--- src/rtl/stack_mem_ctrl_pkg.sv ---
// Shared encodings for the memory-stage stack controller.
// Covers the push/pop request field, the CALL/RET cycle markers and the sequencing FSM states.
package stack_mem_ctrl_pkg;

    localparam logic [1:0] PP_NONE   = 2'b00;
    localparam logic [1:0] PP_PUSH   = 2'b01;
    localparam logic [1:0] PP_RSVD   = 2'b10;
    localparam logic [1:0] PP_POP    = 2'b11;

    localparam logic [1:0] FT_NONE   = 2'b00;
    localparam logic [1:0] FT_SECOND = 2'b01;
    localparam logic [1:0] FT_FIRST  = 2'b11;

    typedef enum logic [1:0] {
        SM_IDLE    = 2'd0,
        SM_CALL_HI = 2'd1,
        SM_RET_LO  = 2'd2
    } sm_state_t;

endpackage

--- src/rtl/stack_pointer.sv ---
// Descending stack pointer with full/empty detection and sticky overflow/underflow flags.
// The pointer is post-decremented on push and pre-incremented on pop; address 0 is never used.
module stack_pointer #(
    parameter int ADDR_W = 11
) (
    input  logic              clk,
    input  logic              rst,
    input  logic              push_req,
    input  logic              pop_req,
    output logic [ADDR_W-1:0] sp,
    output logic [ADDR_W-1:0] sp_plus1,
    output logic              push_ok,
    output logic              pop_ok,
    output logic              overflow,
    output logic              underflow
);

    localparam logic [ADDR_W-1:0] TOP = '1;

    logic [ADDR_W-1:0] sp_reg;
    logic              overflow_reg;
    logic              underflow_reg;
    logic              full;
    logic              empty;

    assign full     = (sp_reg == '0);
    assign empty    = (sp_reg == TOP);
    assign push_ok  = push_req && !full;
    assign pop_ok   = pop_req && !empty;
    assign sp       = sp_reg;
    assign sp_plus1 = sp_reg + 1'b1;

    always_ff @(posedge clk or posedge rst) begin
        if (rst) begin
            sp_reg        <= TOP;
            overflow_reg  <= 1'b0;
            underflow_reg <= 1'b0;
        end else begin
            if (push_ok) begin
                sp_reg <= sp_reg - 1'b1;
            end else if (pop_ok) begin
                sp_reg <= sp_plus1;
            end
            if (push_req && full) begin
                overflow_reg <= 1'b1;
            end
            if (pop_req && empty) begin
                underflow_reg <= 1'b1;
            end
        end
    end

    assign overflow  = overflow_reg;
    assign underflow = underflow_reg;

endmodule

--- src/rtl/stack_mem_ctrl.sv ---
// Memory-stage controller: stack push/pop, LDD/STD muxing onto the data-memory port,
// and the two-cycle CALL/RET sequencing that saves and reassembles the 32-bit PC.
module stack_mem_ctrl
    import stack_mem_ctrl_pkg::*;
#(
    parameter int ADDR_W = 11
) (
    input  logic              clk,
    input  logic              rst,
    input  logic [1:0]        enablePushOrPop,
    input  logic [1:0]        firstTimeCall,
    input  logic [1:0]        firstTimeRET,
    input  logic              MR,
    input  logic              MW,
    input  logic [15:0]       aluOut,
    input  logic [15:0]       storeData,
    input  logic [31:0]       pcNext,
    input  logic [15:0]       memRdata,
    output logic [ADDR_W-1:0] memAddr,
    output logic              memWe,
    output logic [15:0]       memWdata,
    output logic [15:0]       rdData,
    output logic [ADDR_W-1:0] sp,
    output logic [31:0]       retPc,
    output logic              retPcValid,
    output logic              stackOverflow,
    output logic              stackUnderflow,
    output logic              protocolErr
);

    sm_state_t         state_reg;
    sm_state_t         state_next;
    logic [15:0]       hi_hold_reg;
    logic [15:0]       hi_hold_next;
    logic [31:0]       ret_pc_reg;
    logic              ret_pc_valid_reg;
    logic              protocol_err_reg;

    logic              is_push;
    logic              is_pop;
    logic              is_rsvd;
    logic              call_second;
    logic              ret_second;
    logic              eff_idle;
    logic              call_first;
    logic              ret_first;
    logic              seq_break;
    logic              ret_load;
    logic              perr_set;

    logic [ADDR_W-1:0] sp_cur;
    logic [ADDR_W-1:0] sp_plus1;
    logic              push_ok;
    logic              pop_ok;

    stack_pointer #(
        .ADDR_W (ADDR_W)
    ) u_stack_pointer (
        .clk       (clk),
        .rst       (rst),
        .push_req  (is_push),
        .pop_req   (is_pop),
        .sp        (sp_cur),
        .sp_plus1  (sp_plus1),
        .push_ok   (push_ok),
        .pop_ok    (pop_ok),
        .overflow  (stackOverflow),
        .underflow (stackUnderflow)
    );

    assign is_push = (enablePushOrPop == PP_PUSH);
    assign is_pop  = (enablePushOrPop == PP_POP);
    assign is_rsvd = (enablePushOrPop == PP_RSVD);

    // A second-half state that does not see its expected cycle falls back to IDLE
    // and the current inputs are handled exactly as in IDLE.
    assign call_second = (state_reg == SM_CALL_HI) && (firstTimeCall == FT_SECOND) && is_push;
    assign ret_second  = (state_reg == SM_RET_LO) && (firstTimeRET == FT_SECOND) && is_pop;
    assign eff_idle    = !call_second && !ret_second;
    assign seq_break   = (state_reg != SM_IDLE) && eff_idle;
    assign call_first  = eff_idle && (firstTimeCall == FT_FIRST) && is_push;
    assign ret_first   = eff_idle && (firstTimeRET == FT_FIRST) && is_pop;

    always_comb begin
        memAddr      = aluOut[ADDR_W-1:0];
        memWe        = 1'b0;
        memWdata     = storeData;
        rdData       = 16'h0000;
        state_next   = SM_IDLE;
        hi_hold_next = hi_hold_reg;
        ret_load     = 1'b0;
        perr_set     = is_rsvd || seq_break;

        if (is_push) begin
            memAddr = sp_cur;
            memWe   = push_ok;
            if (call_second) begin
                memWdata = hi_hold_reg;
            end else if (call_first) begin
                memWdata     = pcNext[15:0];
                hi_hold_next = pcNext[31:16];
                state_next   = SM_CALL_HI;
            end else begin
                memWdata = aluOut;
            end
        end else if (is_pop) begin
            memAddr = sp_plus1;
            if (pop_ok) begin
                rdData = memRdata;
            end
            if (ret_first) begin
                hi_hold_next = memRdata;
                state_next   = SM_RET_LO;
            end
            // A suppressed second pop must not present a bogus return address.
            if (ret_second && pop_ok) begin
                ret_load = 1'b1;
            end
        end else if (MW) begin
            memWe = 1'b1;
        end else if (MR) begin
            rdData = memRdata;
        end
    end

    always_ff @(posedge clk or posedge rst) begin
        if (rst) begin
            state_reg        <= SM_IDLE;
            hi_hold_reg      <= 16'h0000;
            ret_pc_reg       <= 32'h0000_0000;
            ret_pc_valid_reg <= 1'b0;
            protocol_err_reg <= 1'b0;
        end else begin
            state_reg        <= state_next;
            hi_hold_reg      <= hi_hold_next;
            ret_pc_valid_reg <= ret_load;
            if (ret_load) begin
                ret_pc_reg <= {hi_hold_reg, memRdata};
            end
            if (perr_set) begin
                protocol_err_reg <= 1'b1;
            end
        end
    end

    assign sp          = sp_cur;
    assign retPc       = ret_pc_reg;
    assign retPcValid  = ret_pc_valid_reg;
    assign protocolErr = protocol_err_reg;

endmodule

--- config.mk ---
export PLATFORM = sky130hd
export DESIGN_NAME = stack_mem_ctrl
export DESIGN_NICKNAME = d
export VERILOG_FILES = /design/src/rtl/stack_mem_ctrl_pkg.sv /design/src/rtl/stack_pointer.sv /design/src/rtl/stack_mem_ctrl.sv
export SDC_FILE = /design/constraint.sdc
export NUM_CORES = 1
export LEC_CHECK = 0
export CAP_MARGIN = 40
export CORE_MARGIN = 2
export CORE_UTILIZATION = 38
export DETAILED_ROUTE_END_ITERATION = 12
export PLACE_DENSITY = 0.77
export SLEW_MARGIN = 20
export SYNTH_ARGS = -nofsm -noshare
export SYNTH_HDL_FRONTEND = slang
export SYNTH_SLANG_ARGS = --single-unit
--- constraint.sdc ---
create_clock -name clk -period 2.8 [get_ports clk]
set_input_delay 0.56 -clock clk [delete_from_list [all_inputs] [get_ports clk]]
set_output_delay 0.56 -clock clk [all_outputs]
set_load 0.01 [all_outputs]
==> results of run 1 <==
-- worst paths after layout --
| check | startpoint | to | slack [ps] | depth (start not counted) |
|---|---|---|---|---|
| min in group clk | u_stack_pointer.overflow | u_stack_pointer.overflow | 480 | 1 |
| max in group asynchronous | rst | u_stack_pointer.sp[10] | 1750 | 3 |
| worst min-delay path | rst | hi_hold_reg[12] | 440 | 2 |
| worst max-delay path | u_stack_pointer.sp[0] | rdData[11] | 50 | 7 |
| worst max register to register | u_stack_pointer.sp[0] | retPc[15] | 610 | 7 |
| worst min register to register | u_stack_pointer.overflow | u_stack_pointer.overflow | 480 | 1 |
-- routing by layer --
layer / GRT usage (%) / wire (µm) / vias up
li1: - / - / 1901
met1: 28.0 / 5440 / 1952
met2: 44.1 / 7080 / 174
met3: 8.33 / 1110 / 22
met4: 5.75 / 208 / 0
met5: 0 / 0 / -
-- cells in the final DEF (no fill, tap or decap), types with 3 or more instances in the layout --
| cell type | n |
|---|---|
| buf_6 | 4 |
| mux2i_1 | 18 |
| nand2_1 | 69 |
| buf_2 | 7 |
| nor4_1 | 3 |
| clkbuf_2 | 21 |
| mux2_2 | 3 |
| nor2b_1 | 9 |
| dlygate4sd2_1 | 13 |
| dfrtp_1 | 54 |
| nor3_1 | 4 |
| nor2_1 | 19 |
| mux2_4 | 29 |
| clkbuf_8 | 10 |
| inv_1 | 9 |
| a21oi_1 | 14 |
| o21ai_0 | 46 |
| buf_4 | 40 |
| and3_1 | 20 |
| and2b_1 | 7 |
| buf_12 | 3 |
| nand4_1 | 7 |
| clkdlybuf4s50_1 | 137 |
| xor2_1 | 5 |
| xnor2_1 | 9 |
| nand3_1 | 6 |
| dfstp_2 | 11 |
-- report_power, final --
part / internal, µW / total (µW) / switching (µW)
combinational: 805 / 1540 / 740
sequential: 1140 / 1250 / 112
clock: 338 / 708 / 370
-- cell usage after synthesis (3+ instances only) --
cell,count
o21ai_0,48
nand3_1,7
inv_1,10
mux2i_1,18
and3_1,21
and2b_1,7
dfrtp_1,54
nor2_1,19
mux2_2,3
nand4_1,7
nor3_1,4
nor2b_1,10
clkbuf_1,20
nand2_1,69
mux2_4,29
xor2_1,5
xnor2_1,10
dfstp_2,11
nor4_1,4
buf_12,3
a31oi_1,3
buf_4,3
buf_2,3
a21oi_1,14
-- timing repair --
item | in CTS | in global routing
buffers inserted | 2 | 1
pin swaps | 5 | 5
gates resized for setup | 80 | 55
gates cloned | 1 | 0
setup endpoints to repair | 42 | 33
-- cells by family after synthesis --
kind of cell / after synthesis / share of synthesized area, %
simple gates: 162 / 20.4
compound gates: 86 / 12.7
flops: 65 / 40.8
mux: 50 / 16.1
buf+inv: 44 / 6.10
xor+xnor: 15 / 3.27
fa+ha+maj: 2 / 0.622
-- final cells by class --
cell class	instances	area share, %
Clock buffer	12	2.30
Clock inverter	3	0.278
Sequential cell	65	26.0
Multi-Input combinational cell	315	35.2
Inverter	11	0.654
Tap cell	136	2.70
Timing Repair Buffer	228	32.9
-- through the flow --
stage,std cells,total power [µW]
4_1_cts,770,3510
2_1_floorplan,424,1990
5_1_grt,770,3690
3_5_place_dp,752,2780
6_report,770,3500
3_3_place_gp,752,2750
-- critical path, stage by stage, from the launching register on --
cell     delay, ps
dfstp_2        570
ha_4           150
nand3_4         80
o31a_1         350
a31oi_4        200
buf_6          170
and2b_1        180
buf_2          130
==> impl_metrics.toml, run 1 <==
[clocking]
cts_buffers = 9
clk_pin_slew_ps = 80
worstSkewPairLatency_ps = 360
cts_tree = "built"
cts-root-buf = "clkbuf_8"
htreeDepth = 3
clkSinkCount = 65
cts_hold_buf = 0
clock_path_buffers = 2

[detailed_routing]
antenna_left = 0
drtIter0Drc = 173
vias = 4049
drc = 0
wl_per_cell_um = 18.0
firstDrtPassIters = 5
viasPerCell = 5.26
wirelength_mm = 13.8

[timing]
min_period_over_period_pct = 98.2
maxSlewViolCount = 0
grt_setup_unrepaired = "yes"
fin_crit_ps = 2750
fin_hold_ws_ps = 438
worst_pin_slew_ps = 737
worst_slack_ps = 49.6
tns_ps = 0
hold_viol = 0
fin_skew_ps = 14.9
slew_headroom_pct = 50.5
max_freq_mhz = 364
setup_viol = 0

[global_route]
grt_pass1_wl_mm = 21.7
grt_max_degree = 37
overflow = 0
track_usage_pct = 24.5
grt_pass1_vias = 4324
antenna_found_initial = 0

[pwr]
peakVddDrop_mv = 0.314
p_leak_uw = 0.00292
cellPowerDensity_nw_per_um2 = 555

[critical_path]
critPathMaxFanout = 8
end_kind = "output pin"
start_kind = "register"
criticalPathCategory = "reg2out"
crit_arrival_ps = 2190
worst_ep_required_time_ps = 2240

[run]
drv_cap = 0

[min_path]
hp-class = "in2async"

[final_layout]
area_growth_pct = 56.9
multi_input_area_um2 = 2220
largest_reg_flops = 32
postLayoutCoreUtil_pct = 61.4
fillers = 878
drive_gt1_share_pct = 23.5
fin_nets = 722
post-route-cell-area_um2 = 6310
n_antenna_cell = 0
regArea_um2 = 1640

[placement]
portBuffers = 180
post-dp-hpwl_mm = 10.4
place_congestion = 0.919
placed_cell_area_um2 = 6190
place_ws_ps = -382

[synth]
yosysWarnings = 0
synth_top_area_cell = "dfrtp_1"
synthArstFlopShare_pct = 100
synth.avg_cell_area_um2 = 9.48
synth_seq_area_share_pct = 40.8
yosysTopAreaCellShare_pct = 33.6
syn_area_um2 = 4020
ys_seq_elements = 65
synth_edf_count = 0
ys.flop_type = "dfrtp_1"
netlist_top_cells_area = "dfrtp_1 (34%), mux2_4 (11%), dfstp_2 (7.2%)"
synthesis.instances = 424
yosysUniqueCellTypes = 53
syn-num-nets = 516

[floorplan]
die_w_um = 107
start_util_pct = 39.1
dieHeight_um = 107
core-area_um2 = 10300
pin_count = 181
fp-row-count = 37
fp.dieArea_um2 = 11400

[status]
status = "complete, no violations"
Note: power is estimated with default switching activity, not from simulation.
==> run 2: changes to the inputs <==
--- a/config.mk
+++ b/config.mk
@@ -5,11 +5,12 @@
 export SDC_FILE = /design/constraint.sdc
 export NUM_CORES = 1
 export LEC_CHECK = 0
+export ABC_AREA = 1
 export CAP_MARGIN = 40
 export CORE_MARGIN = 2
-export CORE_UTILIZATION = 38
+export CORE_UTILIZATION = 39
 export DETAILED_ROUTE_END_ITERATION = 12
-export PLACE_DENSITY = 0.77
+export PLACE_DENSITY = 0.78
 export SLEW_MARGIN = 20
 export SYNTH_ARGS = -nofsm -noshare
 export SYNTH_HDL_FRONTEND = slang
==> run 2 against run 1 <==
  * Synthesized area rose by 2.7%
  * Worst hold slack gained 29 ps
  * Cell area increased by 5.2%
  * Critical endpoint is now rdData[7]
  * Largest cell class is now buffers
==> impl_metrics.toml, run 2 <==
[timing]
slew_headroom_pct = 58.1
fin_crit_ps = 2730
grt_setup_unrepaired = "yes"
tns_ps = 0
setup_viol = 0
hold_viol = 0
maxSlewViolCount = 0
fin_skew_ps = 23.8
max_freq_mhz = 366
min_period_over_period_pct = 97.7
worst_pin_slew_ps = 628
worst_slack_ps = 65.7

[run]
drv_cap = 0

[floorplan]
pin_count = 181
core-area_um2 = 10300
fp.dieArea_um2 = 11400
fp-row-count = 37
dieHeight_um = 107
die_w_um = 107
start_util_pct = 40.0

[status]
status = "complete, no violations"

[final_layout]
largest_reg_flops = 32
drive_gt1_share_pct = 14.9
multi_input_area_um2 = 2140
fin_nets = 914
n_antenna_cell = 0
area_growth_pct = 60.7
layout.cells.most_common_list = "nand2_1 (261), clkdlybuf4s50_1 (136), dfrtp_1 (54), buf_4 (53), nor2_1 (48)"
fillers = 915
postLayoutCoreUtil_pct = 64.3
final_common_cell = "nand2_1"
regArea_um2 = 1640

[pwr]
p_leak_uw = 0.00333
switchingPower_uw = 1290
seq_power_share_pct = 36.3
p_int_uw = 2240
swShare_pct = 36.6
peakVddDrop_mv = 0.347
clkPwrFrac_pct = 22.9
power_frac_comb_pct = 40.8
cellPowerDensity_nw_per_um2 = 533

[critical_path]
critical_path.top_delay_family = "buffers and inverters"
start_kind = "input pin"
crit_arrival_ps = 2170
end_kind = "output pin"
r2r_end = "u_stack_pointer.sp[4]"
crit_top_cell = "clkdlybuf4s50_1"
worst_ep_required_time_ps = 2240
crit_chain = "clkdlybuf4s50_1 -> inv_2 -> buf_6 -> nand2_4 -> a21oi_2 -> clkdlybuf4s50_1"
slowest_delay_ps = 560
critPathMaxFanout = 14
r2r_setup_slack_ps = 920
cp.buffers_inverters = 4
criticalPathCategory = "in2out"
reg2reg_depth = 11
timing.rr.start = "u_stack_pointer.sp[0]"
cp_slowest_cell = "clkdlybuf4s50_1"

[synth]
yosysWarnings = 0
synth.avg_cell_area_um2 = 6.86
yosys.cell_count.top_type = "nand2_1"
syn_area_um2 = 4130
netlist_top_cells_area = "dfrtp_1 (33%), nand2_1 (24%), dfstp_2 (7.0%)"
ys_seq_elements = 65
yosysUniqueCellTypes = 33
synthArstFlopShare_pct = 100
syn-num-nets = 694
synth_seq_area_share_pct = 39.7
ys.flop_type = "dfrtp_1"
synth_top_area_cell = "dfrtp_1"
synth_edf_count = 0
yosysTopAreaCellShare_pct = 32.7
netlist_top_cells_count = "nand2_1 (263), dfrtp_1 (54), nor2_1 (51), nand3_1 (42), inv_1 (39)"
synthesis.instances = 602

[detailed_routing]
drtIter0Drc = 417
wl_per_cell_um = 15.8
vias = 4914
wirelength_mm = 15.2
drc = 0
firstDrtPassIters = 6
viasPerCell = 5.10
antenna_left = 0

[global_route]
grt_max_degree = 43
track_usage_pct = 26.4
grt_pass1_vias = 4789
overflow = 0
grt_pass1_wl_mm = 23.9
antenna_found_initial = 0

[placement]
place_ws_ps = -202
portBuffers = 180
post-dp-hpwl_mm = 11.5
place_congestion = 0.928

[clocking]
cts-root-buf = "clkbuf_8"
cts_hold_buf = 0
clkSinkCount = 65
htreeDepth = 3
worstSkewPairLatency_ps = 340
clk_pin_slew_ps = 70
cts_buffers = 9
cts_tree = "built"
clock_path_buffers = 2

[min_path]
holdPathEnd = "u_stack_pointer.underflow"
min_delay_path_depth = 2
min_from = "u_stack_pointer.underflow"
hp-class = "reg2reg"
==> run 2: cell types whose count changed after synthesis, moves of 10 or more <==
cell | previous run | this run
o211ai_1 | 0 | 13
and3_1 | 21 | 0
nand2_1 | 69 | 263
nor2_1 | 19 | 51
o21ai_0 | 48 | 28
mux2i_1 | 18 | 0
inv_1 | 10 | 39
a31oi_1 | 3 | 16
xnor2_1 | 10 | 0
nor2b_1 | 10 | 0
mux2_4 | 29 | 0
buf_2 | 3 | 13
clkbuf_1 | 20 | 3
nand3_1 | 7 | 42
==> run 2: layer usage <==
| metal | global-route usage, % | up-vias | part of all wire, % |
|---|---|---|---|
| met3 | 4.13 | 25 | 6.5 |
| li1 | - | 2361 | - |
| met1 | 34.3 | 2308 | 42 |
| met2 | 45.9 | 220 | 50 |
| met4 | 6.96 | 0 | 1.9 |
| met5 | 0 | - | 0 |
==> run 2: through the flow <==
stage,area [µm²],instances,power [µW],hold slack (ps)
floorplan,4130,602,2010,464
global placement,6300,933,2670,449
detailed placement,6300,933,2690,453
CTS,6570,958,3520,472
global route,6640,963,3750,501
finish,6640,963,3540,467
==> run 2: logic make-up (layout without fill, tap and decap cells) <==
logic type / Yosys count / after routing / synth area share, %
AO/OA/AOI/OAI: 78 / 78 / 11.6
flip-flops: 65 / 65 / 39.7
buffers and inverters: 79 / 304 / 9.61
adder cells (fa/ha/maj): 2 / 2 / 0.606
XOR/XNOR: 3 / 3 / 0.636
AND/OR/NAND/NOR: 375 / 375 / 37.8
==> run 2: repair_timing <==
item / 4_1_cts / 5_1_grt
buffers inserted: 9 / 5
endpoints found under the setup margin: 44 / 8
pin swaps: 4 / 3
gates resized for setup: 55 / 9
==> run 2: tightest hold or removal path, delay by kind of cell, from the launching register on <==
family | cells | cell delay, ps
buf+inv | 1 | 40
flops | 1 | 350
simple gates | 1 | 50
==> run 2: power by group through the flow <==
stage	Sequential, µW	Clock (µW)	Combinational [µW]
after global routing	1300	872	1580
after detailed placement	1300	0	1390
after global placement	1300	0	1370
after floorplan	1290	0	716
final	1280	809	1440
after CTS	1280	827	1410
==> run 2: layout make-up <==
class / count / area share [%]
timing repair buffer: 242 / 34.8
multi-input combinational: 458 / 32.3
sequential: 65 / 24.7
inverter: 46 / 2.68
tap: 136 / 2.56
clock buffer: 10 / 1.92
clock inverter: 6 / 1.02
==> run 2: worst max path at each step <==
stage,from,end,slack [ps],cells past startpoint
floorplan,rst,hi_hold_reg[0],630,1
global placement,enablePushOrPop[1],memAddr[10],-170,8
detailed placement,enablePushOrPop[1],memWdata[10],-200,10
CTS,enablePushOrPop[0],rdData[3],0.4,8
global route,u_stack_pointer.sp[5],rdData[10],-20,8
finish,enablePushOrPop[0],rdData[7],70,6
==> run 3: changes to the inputs <==
--- a/config.mk
+++ b/config.mk
@@ -7,10 +7,10 @@
 export LEC_CHECK = 0
 export ABC_AREA = 1
 export CAP_MARGIN = 40
-export CORE_MARGIN = 2
 export CORE_UTILIZATION = 39
 export DETAILED_ROUTE_END_ITERATION = 12
 export PLACE_DENSITY = 0.78
+export SKIP_LAST_GASP = 1
 export SLEW_MARGIN = 20
 export SYNTH_ARGS = -nofsm -noshare
 export SYNTH_HDL_FRONTEND = slang
==> run 3 against run 2 <==
  * Clock power rose by 25%
  * Highest routed layer unchanged
  * Maximum frequency decreased by 0.89%
  * Largest cell class unchanged
  * Critical endpoint is now memWdata[5]
  * Combinational power barely moved
==> impl_metrics.toml, run 3 (synthesized netlist as in run 2, its figures left out) <==
[floorplan]
fp-row-count = 37
pin_count = 181
core-area_um2 = 10300
die_w_um = 105
start_util_pct = 40.2
fp.dieArea_um2 = 11000
dieHeight_um = 105

[pwr]
p_int_uw = 2440
peakVddDrop_mv = 0.314
swShare_pct = 34.5
seq_power_share_pct = 34.0
cellPowerDensity_nw_per_um2 = 562
switchingPower_uw = 1290
power_frac_comb_pct = 38.9
clkPwrFrac_pct = 27.1
power.total_uw = 3730
p_leak_uw = 0.00333

[final_layout]
n_antenna_cell = 0
fin_nets = 906
postLayoutCoreUtil_pct = 64.5
final_common_cell = "nand2_1"
layout.cells.most_common_list = "nand2_1 (261), clkdlybuf4s50_1 (135), dfrtp_1 (54), nor2_1 (49), buf_4 (44)"
drive_gt1_share_pct = 13.8
largest_reg_flops = 32
final_cells = 955
area_growth_pct = 60.6

[placement]
place_inst = 931
place_congestion = 0.958
portBuffers = 180
post-dp-hpwl_mm = 11.2

[critical_path]
worst_ep_required_time_ps = 2240
r2r_end = "retPc[23]"
criticalPathCategory = "in2out"
critPathMaxFanout = 17
reg2reg_depth = 8
crit_arrival_ps = 2200
timing.rr.start = "u_stack_pointer.sp[0]"
end_kind = "output pin"
start_kind = "input pin"
r2r_setup_slack_ps = 800

[global_route]
antenna_found_initial = 0
grt_pass1_vias = 4828
grt_max_degree = 66
overflow = 0
track_usage_pct = 27.3
grt_pass1_wl_mm = 23.7

[timing]
setup_viol = 0
worst_pin_slew_ps = 566
fin_crit_ps = 2760
maxSlewViolCount = 0
max_freq_mhz = 362
min_period_over_period_pct = 98.5
slew_headroom_pct = 62.3
hold_viol = 0
grt_setup_unrepaired = "yes"
fin_skew_ps = 13.7

[status]
status = "complete, no violations"

[detailed_routing]
wl_per_cell_um = 15.5
antenna_left = 0
viasPerCell = 5.11
wirelength_mm = 14.8
drtIter0Drc = 299
drc = 0
vias = 4879
firstDrtPassIters = 5

[clocking]
htreeDepth = 3
clkSinkCount = 65
cts_tree = "built"
cts-root-buf = "clkbuf_8"
worstSkewPairLatency_ps = 340
cts_hold_buf = 0
cts_buffers = 9
clock_path_buffers = 2
clk_pin_slew_ps = 70

[min_path]
min_from = "retPc[1]"
hp-class = "reg2reg"
min_delay_path_depth = 2
holdPathEnd = "retPc[1]"

[run]
drv_cap = 0
-- run 3: timing repair --
action | 4_1_cts | 5_1_grt
endpoints found under the setup margin | 44 | 10
setup buffers | 6 | 2
gates resized for setup | 49 | 10
pin swaps | 3 | 2
-- run 3: final cells by class --
cell class	count	area, µm²
fill	899	3650
clock inverter	6	115
tap	136	170
inverter	46	178
timing repair buffer	234	2270
sequential	65	1640
clock buffer	10	138
multi-input combinational	458	2120
-- run 3: critical path, stage by stage --
cell             delay, ps
clkdlybuf4s50_1        490
inv_2                   80
nor2_8                 180
nand3_2                130
buf_12                 180
nor2_2                 100
nor2_1                  50
nand2_1                 80
nand2_1                 50
dlygate4sd2_1          280
-- run 3: worst max-delay path by stage --
stage	start	to	slack [ps]	cells past startpoint
floorplan	rst	hi_hold_reg[0]	630	1
global placement	enablePushOrPop[1]	rdData[4]	-180	8
detailed placement	enablePushOrPop[1]	memWdata[6]	-200	10
CTS	enablePushOrPop[0]	memWdata[6]	-160	11
global route	enablePushOrPop[0]	memWdata[5]	-40	10
finish	enablePushOrPop[0]	memWdata[5]	40	10
-- run 3: routing by layer --
layer  up-vias  wire length, µm  part of all wire, %  global-route usage, %
met5         -                0                    0                      0
met4         0              341                  2.3                   9.56
met2       208             7380                   50                   47.5
met3        26              972                  6.6                   5.05
met1      2304             6090                   41                   33.9
li1       2341                -                    -                      -
-- run 3: through the flow --
step	setup TNS, ps	worst slack (ps)	area, µm²	hold WS (ps)
2_1_floorplan	0	632	4130	464
3_3_place_gp	-5260	-176	6300	451
3_5_place_dp	-6710	-202	6300	463
4_1_cts	-333	-159	6590	484
5_1_grt	-183	-39.6	6630	499
6_report	0	41.2	6630	484
-- run 3: power by group through the flow --
stage / combinational, µW / clock, µW / sequential (µW)
6_report: 1450 / 1010 / 1270
5_1_grt: 1580 / 1060 / 1290
4_1_cts: 1440 / 1030 / 1260
3_5_place_dp: 1420 / 0 / 1290
3_3_place_gp: 1400 / 0 / 1280
2_1_floorplan: 716 / 0 / 1290
